$ cat src/rtl/serial_hex_add_ctrl_pkg.sv
// Shared types and constants for the nibble-serial add/subtract controller.
package serial_hex_add_ctrl_pkg;

    localparam int unsigned NibbleW        = 4;
    localparam int unsigned DefaultNibbles = 4;

    typedef enum logic [1:0] {
        StIdle = 2'd0,
        StRun  = 2'd1,
        StDone = 2'd2
    } state_e;

endpackage

$ cat src/rtl/hex_adder_4.sv
// 4-bit ripple-carry adder shared by every nibble step of the serial controller.
module hex_adder_4 (
    input  logic [3:0] a,
    input  logic [3:0] b,
    input  logic       cin,
    output logic [3:0] sum,
    output logic       cout
);

    logic c;

    always_comb begin
        sum = '0;
        c   = cin;
        for (int i = 0; i < 4; i++) begin
            sum[i] = a[i] ^ b[i] ^ c;
            c      = (a[i] & b[i]) | (c & (a[i] ^ b[i]));
        end
        cout = c;
    end

endmodule

$ cat src/rtl/serial_hex_add_ctrl.sv
// Nibble-serial add/subtract: one shared 4-bit adder walks the operands LSB nibble first,
// with a valid/ready handshake on both the request and the result side.
module serial_hex_add_ctrl
    import serial_hex_add_ctrl_pkg::*;
#(
    parameter int unsigned NIBBLES = DefaultNibbles
) (
    input  logic                         clk,
    input  logic                         rst,
    input  logic                         in_valid,
    output logic                         in_ready,
    input  logic [NibbleW*NIBBLES-1:0]   op_a,
    input  logic [NibbleW*NIBBLES-1:0]   op_b,
    input  logic                         sub,
    output logic                         out_valid,
    input  logic                         out_ready,
    output logic [NibbleW*NIBBLES-1:0]   result,
    output logic                         cout,
    output logic                         ovf
);

    localparam int unsigned W    = NibbleW * NIBBLES;
    localparam int unsigned IdxW = $clog2(NIBBLES);
    localparam logic [IdxW-1:0] LastIdx = IdxW'(NIBBLES - 1);

    state_e          state_q, state_d;
    logic [W-1:0]    a_q, a_d;
    logic [W-1:0]    b_q, b_d;
    logic [W-1:0]    res_q, res_d;
    logic            carry_q, carry_d;
    logic [IdxW-1:0] nib_idx_q, nib_idx_d;
    logic            cout_q, cout_d;
    logic            ovf_q, ovf_d;

    logic [NibbleW-1:0] add_sum;
    logic               add_cout;

    // Operands shift right each step, so the adder always sees the low nibble.
    hex_adder_4 u_adder (
        .a    (a_q[NibbleW-1:0]),
        .b    (b_q[NibbleW-1:0]),
        .cin  (carry_q),
        .sum  (add_sum),
        .cout (add_cout)
    );

    always_comb begin
        state_d   = state_q;
        a_d       = a_q;
        b_d       = b_q;
        res_d     = res_q;
        carry_d   = carry_q;
        nib_idx_d = nib_idx_q;
        cout_d    = cout_q;
        ovf_d     = ovf_q;

        case (state_q)
            StIdle: begin
                if (in_valid) begin
                    a_d       = op_a;
                    b_d       = sub ? ~op_b : op_b;
                    carry_d   = sub;
                    nib_idx_d = '0;
                    state_d   = StRun;
                end
            end
            StRun: begin
                a_d       = {{NibbleW{1'b0}}, a_q[W-1:NibbleW]};
                b_d       = {{NibbleW{1'b0}}, b_q[W-1:NibbleW]};
                res_d     = {add_sum, res_q[W-1:NibbleW]};
                carry_d   = add_cout;
                nib_idx_d = nib_idx_q + 1'b1;
                if (nib_idx_q == LastIdx) begin
                    // Low nibbles of a_q/b_q hold the operand MSBs on the final step.
                    cout_d  = add_cout;
                    ovf_d   = (a_q[NibbleW-1] == b_q[NibbleW-1]) &&
                              (add_sum[NibbleW-1] != a_q[NibbleW-1]);
                    state_d = StDone;
                end
            end
            StDone: begin
                if (out_ready) begin
                    state_d = StIdle;
                end
            end
            default: state_d = StIdle;
        endcase
    end

    always_ff @(posedge clk) begin
        if (rst) begin
            state_q   <= StIdle;
            a_q       <= '0;
            b_q       <= '0;
            res_q     <= '0;
            carry_q   <= 1'b0;
            nib_idx_q <= '0;
            cout_q    <= 1'b0;
            ovf_q     <= 1'b0;
        end else begin
            state_q   <= state_d;
            a_q       <= a_d;
            b_q       <= b_d;
            res_q     <= res_d;
            carry_q   <= carry_d;
            nib_idx_q <= nib_idx_d;
            cout_q    <= cout_d;
            ovf_q     <= ovf_d;
        end
    end

    assign in_ready  = (state_q == StIdle);
    assign out_valid = (state_q == StDone);
    assign result    = res_q;
    assign cout      = cout_q;
    assign ovf       = ovf_q;

endmodule

$ cat config.mk
export PLATFORM = sky130hd
export DESIGN_NAME = serial_hex_add_ctrl
export DESIGN_NICKNAME = d
export VERILOG_FILES = /design/src/rtl/serial_hex_add_ctrl_pkg.sv /design/src/rtl/hex_adder_4.sv /design/src/rtl/serial_hex_add_ctrl.sv
export SDC_FILE = /design/constraint.sdc
export NUM_CORES = 1
export LEC_CHECK = 0
export CORE_MARGIN = 1
export CORE_UTILIZATION = 54
export DETAILED_ROUTE_END_ITERATION = 10
export GPL_TIMING_DRIVEN = 0
export PLACE_DENSITY_LB_ADDON = 0.05
export SYNTH_ARGS = -nofsm -noshare
export SYNTH_HDL_FRONTEND = slang
export SYNTH_SLANG_ARGS = --single-unit
$ cat constraint.sdc
create_clock -name clk -period 5.1 [get_ports clk]
set_input_delay 0.765 -clock clk [delete_from_list [all_inputs] [get_ports clk]]
set_output_delay 0.765 -clock clk [all_outputs]
set_load 0.02 [all_outputs]
==> impl_metrics.json, run 1 <==
{
  "die_w_um": 70.6,
  "post_dp_cell_area_mm2": 0.00315,
  "grt_overflow": 0,
  "clkTransAtPathRegs_ps": 90,
  "period_needed_ps": 2820,
  "violations": "design-rule violations",
  "worstSetupStartpointType": "register",
  "drv_slew": 0,
  "cts_inserted_buffers": 5,
  "post_cts_buffers": 0,
  "worstPathArrival_ps": 2060,
  "yosysMostFrequentCell": "dfxtp_1",
  "layout.nets": 400,
  "dr.first_iter.drc_count": 163,
  "hold-worst-slack_ps": 453,
  "drv_cap": 0,
  "r2r_cells": 10,
  "fin_crit_sh": 0.553,
  "clk_latency_ps": 310,
  "vias_per_cell": 5.56,
  "diodes": 0,
  "hpwl_um": 4250,
  "drive_gt1_frac": 0.120,
  "hp-class": "register to register",
  "synth-edff-count": 0,
  "path_max_fanout": 10,
  "setup_violations": 0,
  "skew_ps": 5.46,
  "synthFlopType": "dfxtp_1",
  "hold_depth": 2,
  "die_area_mm2": 0.00498,
  "antenna_left": 0,
  "die_y_um": 70.6,
  "max_freq_mhz": 355,
  "htree_levels": 2,
  "critPathTopFamily": "buffers and inverters",
  "syn_area_mm2": 0.00254,
  "hold_viol_final": 0,
  "routabilityCongestion": 0.822,
  "power_density_mw_per_mm2": 276,
  "total_leakage_power_uw": 0.00124,
  "antenna_found_initial": 0,
  "synth.area.top_cells": "dfxtp_1 (43%), a21oi_1 (8.5%), nor2_1 (7.8%)",
  "synthCells": 296,
  "fillCellCount": 363,
  "rsz0062_at_grt": "no",
  "crit_path_top_delay_cell": "clkdlybuf4s50_1",
  "drcViolationCount": 12,
  "synth_cell_types": 30,
  "p_total_uw": 892,
  "port_buffers": 54,
  "path_class": "register to primary output",
  "required_ps": 4340,
  "postCtsHoldBufs": 0,
  "drt-pass1-iter-count": 7,
  "row_count": 24,
  "final_util": 0.727,
  "clock-sinks": 55,
  "yosysSeqAreaShare": 0.433,
  "syn_to_final_growth_pct": 27.3,
  "wl_per_cell_um": 14.0,
  "yosysWarnings": 0,
  "tightestPinTransition_ps": 638,
  "cts-root-buf": "clkbuf_8",
  "grt_pass1_wl_um": 9620,
  "synth_top_cell_area_share": 0.433,
  "synthArstFlopShare": 0,
  "cp-end-kind": "primary output",
  "cts_buffer_depth": 2,
  "outcome": "complete, but fails checks",
  "ys_top_cells_by_count": "dfxtp_1 (55), nor2_1 (53), a21oi_1 (43)",
  "fin_area_mm2": 0.00323,
  "initial_core_util": 0.572,
  "crit_chain": "buf_2, buf_1, nor2_1, clkdlybuf4s50_1",
  "slowest_delay_ps": 550,
  "cts-resized-gates": 0,
  "track_usage": 0.249,
  "yosysTopAreaCell": "dfxtp_1",
  "core_mm2": 0.00444,
  "max_slew_margin": 0.573,
  "syn_avg_cell_area_um2": 8.58,
  "path_buf_inv": 3,
  "worstSetupPathDepth": 4,
  "pin_count": 57,
  "finalSetupTns_ps": 0,
  "cts_tree": "built",
  "ir_drop_uv": 184,
  "syn_nets": 339,
  "grt_pass1_vias": 2075,
  "routed_wl_um": 5720,
  "dr_total_vias": 2276,
  "ys_ff_latch": 55,
  "grt_max_degree": 16
}
[flip-flops by register name (all words and copies together), names as in the netlist]
register,flops
b_q,16
result,16
a_q,16
ovf,1
carry_q,1
state_q,2
nib_idx_q,2
cout,1
[where the power goes]
group	internal, uW	total [uW]	switching (uW)
clock	107	241	134
combinational	87.7	170	82.4
sequential	458	480	22.4
total	652	892	239
[cells in the final DEF, fill, tap and decap left out, drive strengths merged, types with 2 or more instances in the layout]
master	n
xor2	5
nand2b	2
a211oi	2
nor2b	3
clkbuf	15
nor2	53
buf	16
o221a	12
clkdlybuf4s50	54
dfxtp	55
a21oi	43
ha	2
xnor2	12
fa	4
inv	19
a22oi	9
a221o	12
nand2	29
[final timing paths]
path	from	end	slack, ps
setup / recovery	state_q[1]	in_ready	2280
hold / removal	ovf	ovf	450
setup reg to reg	a_q[0]	ovf	2490
hold reg to reg	ovf	ovf	450
[metal layers]
| layer | vias to the layer above | GRT usage | routed length (um) |
|---|---|---|---|
| li1 | 1122 | - | - |
| met1 | 1077 | 0.305 | 2440 |
| met2 | 71 | 0.444 | 2900 |
| met3 | 6 | 0.0584 | 318 |
| met4 | 0 | 0.0600 | 60 |
| met5 | - | 0 | 0 |
[kinds of logic (layout without fill, tap and decap cells)]
family                   count (synthesis)  in the layout  share of synthesized area
AND/OR/NAND/NOR                         91             91                      0.149
AO/OA/AOI/OAI                           82             82                      0.235
flip-flops                              55             55                      0.433
buffers and inverters                   44            105                     0.0783
XOR/XNOR                                17             17                     0.0586
adder cells (fa/ha/maj)                  6              6                     0.0414
multiplexers                             1              1                    0.00394
[cell type report]
type,instances,area (um^2),share of cell area
multi-input combinational,197,1240,0.384
inverter,19,71.3,0.0221
buffer,25,128,0.0395
clock buffer,6,82.6,0.0255
clock inverter,1,5.00,0.00155
timing repair buffer,54,541,0.167
sequential,55,1100,0.341
tap,52,65.1,0.0201
[stage by stage]
stage	setup WS [ps]	cells
after CTS	2280	409
final	2280	409
after floorplan	2660	296
after global placement	2560	402
after global routing	2120	409
after detailed placement	2530	402
[tightest hold or removal path, stage by stage (launching register included)]
cell and delay, ps:
dfxtp_1 320, nand2_1 50, a21oi_1 50
No activity file was read; power rests on OpenSTA's default activity.
==> run 2: changes to the inputs <==
--- a/config.mk
+++ b/config.mk
@@ -6,7 +6,7 @@
 export NUM_CORES = 1
 export LEC_CHECK = 0
 export CORE_MARGIN = 1
-export CORE_UTILIZATION = 54
+export CORE_UTILIZATION = 45
 export DETAILED_ROUTE_END_ITERATION = 10
 export GPL_TIMING_DRIVEN = 0
 export PLACE_DENSITY_LB_ADDON = 0.05
==> constraint.sdc (replaced) <==
create_clock -name clk -period 2.37 [get_ports clk]
set_input_delay 0.3555 -clock clk [delete_from_list [all_inputs] [get_ports clk]]
set_output_delay 0.3555 -clock clk [all_outputs]
set_load 0.02 [all_outputs]
==> impl_metrics.json, run 2 (synthesized netlist as in run 1, its figures left out) <==
{
  "wl_per_cell_um": 13.2,
  "routed_wl_um": 5680,
  "layout.nets": 401,
  "dp.cells": 420,
  "hpwl_um": 4230,
  "antenna_left": 0,
  "die_w_um": 77.1,
  "required_ps": 2610,
  "dp_slack_ps": -113,
  "layout_common_cells": "clkdlybuf4s50_1 (54), nor2_1 (53), dfxtp_1 (53)",
  "pin_count": 57,
  "diodes": 0,
  "max_slew_margin": 0.601,
  "grt_pass1_vias": 2149,
  "p_total_uw": 1920,
  "drcViolationCount": 0,
  "final.setup.worst_slack_ps": -95.8,
  "crit_chain": "fa_2, inv_2, fa_2, inv_2, fa_2, inv_2, fa_1, xor2_1, or3_1, a21oi_1",
  "clock-sinks": 55,
  "worstPathArrival_ps": 2710,
  "path_class": "register to register",
  "path_max_fanout": 2,
  "slowest_delay_ps": 440,
  "hold_viol_final": 0,
  "vias_per_cell": 5.21,
  "drive_gt1_frac": 0.150,
  "violations": "negative setup slack",
  "grt_overflow": 0,
  "cp-end-kind": "register",
  "dr.first_iter.drc_count": 121,
  "outcome": "complete, but fails checks",
  "period_needed_ps": 2470,
  "power_density_mw_per_mm2": 585,
  "cts_inserted_buffers": 5,
  "path_buf_inv": 3,
  "worstSetupStartpointType": "register",
  "drv_slew": 0,
  "fin_crit_sh": 1.04,
  "tightestPinTransition_ps": 596,
  "postCtsHoldBufs": 0,
  "grt_pass1_wl_um": 9860,
  "grt_max_degree": 20,
  "drt-pass1-iter-count": 5,
  "antenna_found_initial": 0,
  "clkTransAtPathRegs_ps": 100,
  "syn_to_final_growth_pct": 29.2,
  "cts_buffer_depth": 2,
  "die_area_mm2": 0.00595,
  "finalSetupTns_ps": -95.8,
  "rsz0062_at_grt": "yes",
  "hold-worst-slack_ps": 356,
  "dr_total_vias": 2235,
  "cts-root-buf": "clkbuf_8",
  "row_count": 26,
  "max_freq_mhz": 406,
  "port_buffers": 54,
  "die_y_um": 77.1,
  "routabilityCongestion": 0.800,
  "total_leakage_power_uw": 0.00125,
  "hp-class": "primary input to register",
  "crit_path_top_delay_cell": "fa_1",
  "setup_violations": 1,
  "drv_cap": 0,
  "final_common_cell": "clkdlybuf4s50_1",
  "cts_tree": "built",
  "htree_levels": 2,
  "critPathTopFamily": "adder cells",
  "core_mm2": 0.00527,
  "skew_ps": 8.34,
  "ir_drop_uv": 377,
  "clk_latency_ps": 310,
  "instances_no_fill": 429,
  "initial_core_util": 0.482,
  "track_usage": 0.210
}
[run 2: cell types whose count changed in the layout (fill, tap and decap cells not counted), sizes merged]
cell | before | now
clkinvlp | 0 | 1
buf | 16 | 17
[run 2: metrics by stage]
step            util  area [um^2]
3_3_place_gp   0.603         3180
4_1_cts        0.620         3270
3_5_place_dp   0.603         3180
5_1_grt        0.623         3280
6_report       0.623         3280
2_1_floorplan      -         2550
[run 2: cell type report]
| type | instances | area (um^2) |
|---|---|---|
| Tap cell | 70 | 87.6 |
| Clock buffer | 6 | 72.6 |
| Inverter | 19 | 71.3 |
| Multi-Input combinational cell | 197 | 1250 |
| Sequential cell | 55 | 1100 |
| Clock inverter | 2 | 12.5 |
| Fill cell | 471 | 1990 |
| Buffer | 24 | 131 |
| Timing Repair Buffer | 56 | 556 |
[run 2: worst paths after layout]
| path | slack, ps | depth (start not counted) | startpoint | to |
|---|---|---|---|---|
| max reg2reg | -100 | 10 | carry_q | ovf |
| min reg2reg | 460 | 2 | result[0] | result[0] |
| min | 360 | 3 | rst | carry_q |
| max | -100 | 10 | carry_q | ovf |
[run 2: layer usage]
| metal | wire, um | share of wire | global-route usage |
|---|---|---|---|
| met2 | 2700 | 0.48 | 0.341 |
| met3 | 243 | 0.043 | 0.0417 |
| met4 | 142 | 0.025 | 0.0943 |
| met1 | 2590 | 0.46 | 0.268 |
| met5 | 0 | 0 | 0 |
[run 2: power breakdown]
part           leakage (uW)  switching [uW]  total [uW]  internal [uW]
registers          0.000451            48.3        1030            986
logic              0.000752             180         378            198
clock network     0.0000412             301         509            207
[run 2: worst register-to-register path, delay by kind of cell (launching register included)]
| family | cells | cell delay, ps |
|---|---|---|
| DFF | 1 | 350 |
| xor gates and xnor gates | 1 | 160 |
| adders and majority gates | 4 | 1320 |
| and+or+nand+nor | 1 | 310 |
| AOI/OAI and AO/OA | 1 | 120 |
| buffers and inverters | 3 | 160 |
[run 2: timing repair]
| action | CTS | global route |
|---|---|---|
| setup buffers | 1 | 1 |
| pin swaps | 3 | 2 |
| hold endpoints to repair | 0 | 0 |
| resized for setup | 1 | 5 |
| endpoints found under the setup margin | 2 | 3 |
==> run 3: changes to the inputs <==
--- a/config.mk
+++ b/config.mk
@@ -10,6 +10,7 @@
 export DETAILED_ROUTE_END_ITERATION = 10
 export GPL_TIMING_DRIVEN = 0
 export PLACE_DENSITY_LB_ADDON = 0.05
+export SETUP_SLACK_MARGIN = 0.15
 export SYNTH_ARGS = -nofsm -noshare
 export SYNTH_HDL_FRONTEND = slang
 export SYNTH_SLANG_ARGS = --single-unit
==> impl_metrics.json, run 3 (synthesized netlist as in run 1, its figures left out) <==
{
  "outcome": "complete, but fails checks",
  "violations": "negative setup slack",
  "p_sw_frac": 0.278,
  "path_buf_inv": 3,
  "die_w_um": 77.1,
  "grt_pass1_vias": 2150,
  "drcViolationCount": 0,
  "hold_depth": 3,
  "grt_util_met1": 0.269,
  "dp_slack_ps": -113,
  "clockPowerShare": 0.266,
  "cts_tree": "built",
  "die_y_um": 77.1,
  "routabilityCongestion": 0.800,
  "path_class": "register to register",
  "dr_total_vias": 2246,
  "drv_slew": 0,
  "instances_no_fill": 430,
  "cts_buffer_depth": 2,
  "layout_common_cells": "clkdlybuf4s50_1 (54), nor2_1 (53), dfxtp_1 (52)",
  "hpwl_um": 4230,
  "max_slew_margin": 0.611,
  "syn_to_final_growth_pct": 29.8,
  "grtUsageMet2": 0.345,
  "path_max_fanout": 2,
  "clkTransAtPathRegs_ps": 100,
  "hold_viol_final": 0,
  "routed_wl_um": 5730,
  "grt_pass1_wl_um": 9920,
  "diodes": 0,
  "antenna_found_initial": 0,
  "p_int_uw": 1390,
  "finalSetupTns_ps": -98.5,
  "final.setup.worst_slack_ps": -98.5,
  "skew_ps": 9.73,
  "power_density_mw_per_mm2": 585,
  "final_common_cell": "clkdlybuf4s50_1",
  "pin_count": 57,
  "crit_path_top_delay_cell": "fa_1",
  "vias_per_cell": 5.22,
  "hp-class": "primary input to register",
  "multi_input_area_mm2": 0.00126,
  "layout.nets": 402,
  "die_area_mm2": 0.00595,
  "core_mm2": 0.00527,
  "grt.busiest_layer": "met2",
  "wl_per_cell_um": 13.3,
  "ir_drop_uv": 376,
  "slowest_delay_ps": 440,
  "p_sw_uw": 535,
  "dp.cells": 420,
  "grt_max_degree": 17,
  "drt-pass1-iter-count": 4,
  "cts_inserted_buffers": 5,
  "tightestPinTransition_ps": 582,
  "grt_overflow": 0,
  "grtUsageMet3": 0.0417,
  "seq_power_share": 0.536,
  "initial_core_util": 0.482,
  "combPwrFrac": 0.198,
  "period_needed_ps": 2470,
  "track_usage": 0.211,
  "critPathTopFamily": "adder cells",
  "port_buffers": 54,
  "worstSetupPathDepth": 10,
  "worstPathArrival_ps": 2710,
  "drive_gt1_frac": 0.161,
  "total_leakage_power_uw": 0.00125,
  "drv_cap": 0,
  "fillCellCount": 467,
  "row_count": 26,
  "rsz0062_at_grt": "yes",
  "fin_crit_sh": 1.04,
  "htree_levels": 2,
  "cp-end-kind": "register",
  "crit_chain": "fa_2, inv_2, fa_2, inv_2, fa_2, inv_2, fa_1, xor2_1, or3_1, a21oi_1",
  "dr.first_iter.drc_count": 112,
  "antenna_left": 0,
  "postCtsHoldBufs": 0,
  "setup_violations": 1,
  "required_ps": 2620,
  "cts-root-buf": "clkbuf_8",
  "clock-sinks": 55,
  "worstSetupStartpointType": "register",
  "max_freq_mhz": 405,
  "clk_latency_ps": 310,
  "r2r_cells": 10,
  "regArea_mm2": 0.00110
}
run 3: cell types whose count changed in the layout (fill, tap and decap cells not counted), sizes merged:
| cell | change |
|---|---|
| buf | +1 |
run 3: power groups by stage:
stage                     registers, uW  clock network, uW  logic (uW)
after floorplan                    1050                  0         228
after global placement             1050                  0         363
after detailed placement           1060                  0         369
after CTS                          1030                513         375
after global routing               1040                565         425
final                              1030                512         382
run 3: what timing repair did:
action	4_1_cts	5_1_grt
buffers inserted	1	1
pin swaps	3	3
endpoints found under the setup margin	2	4
resized for setup	4	3
run 3: metal layers:
layer,up-vias,part of all wire
li1,1137,-
met1,1028,0.45
met2,72,0.47
met3,9,0.052
met4,0,0.024
met5,-,0
run 3: area by class of cell:
class | instances | area share
flip-flops and latches | 55 | 0.335
well taps | 70 | 0.0266
clock buffers | 6 | 0.0220
repair buffers | 56 | 0.169
multi-input cells | 197 | 0.382
inverters | 19 | 0.0216
clock inverters | 2 | 0.00380
plain buffers | 25 | 0.0402
run 3: final timing paths:
| check | startpoint | end | slack, ps |
|---|---|---|---|
| min | rst | carry_q | 340 |
| max | carry_q | ovf | -100 |
| min reg2reg | result[0] | result[0] | 460 |
| max reg2reg | carry_q | ovf | -100 |
run 3: worst register-to-register path, stage by stage, from the launching register on:
cell     delay [ps]
dfxtp_2         350
fa_2            380
inv_2            60
fa_2            180
inv_2            40
fa_2            320
inv_2            60
fa_1            440
xor2_1          160
or3_1           310
a21oi_1         120
run 3: stage by stage:
step / hold WS, ps / utilization / power [uW] / instance area, um^2
2_1_floorplan: 455 / - / 1280 / 2550
3_3_place_gp: 443 / 0.603 / 1420 / 3180
3_5_place_dp: 445 / 0.603 / 1420 / 3180
4_1_cts: 352 / 0.622 / 1920 / 3280
5_1_grt: 345 / 0.625 / 2030 / 3300
6_report: 337 / 0.625 / 1930 / 3300
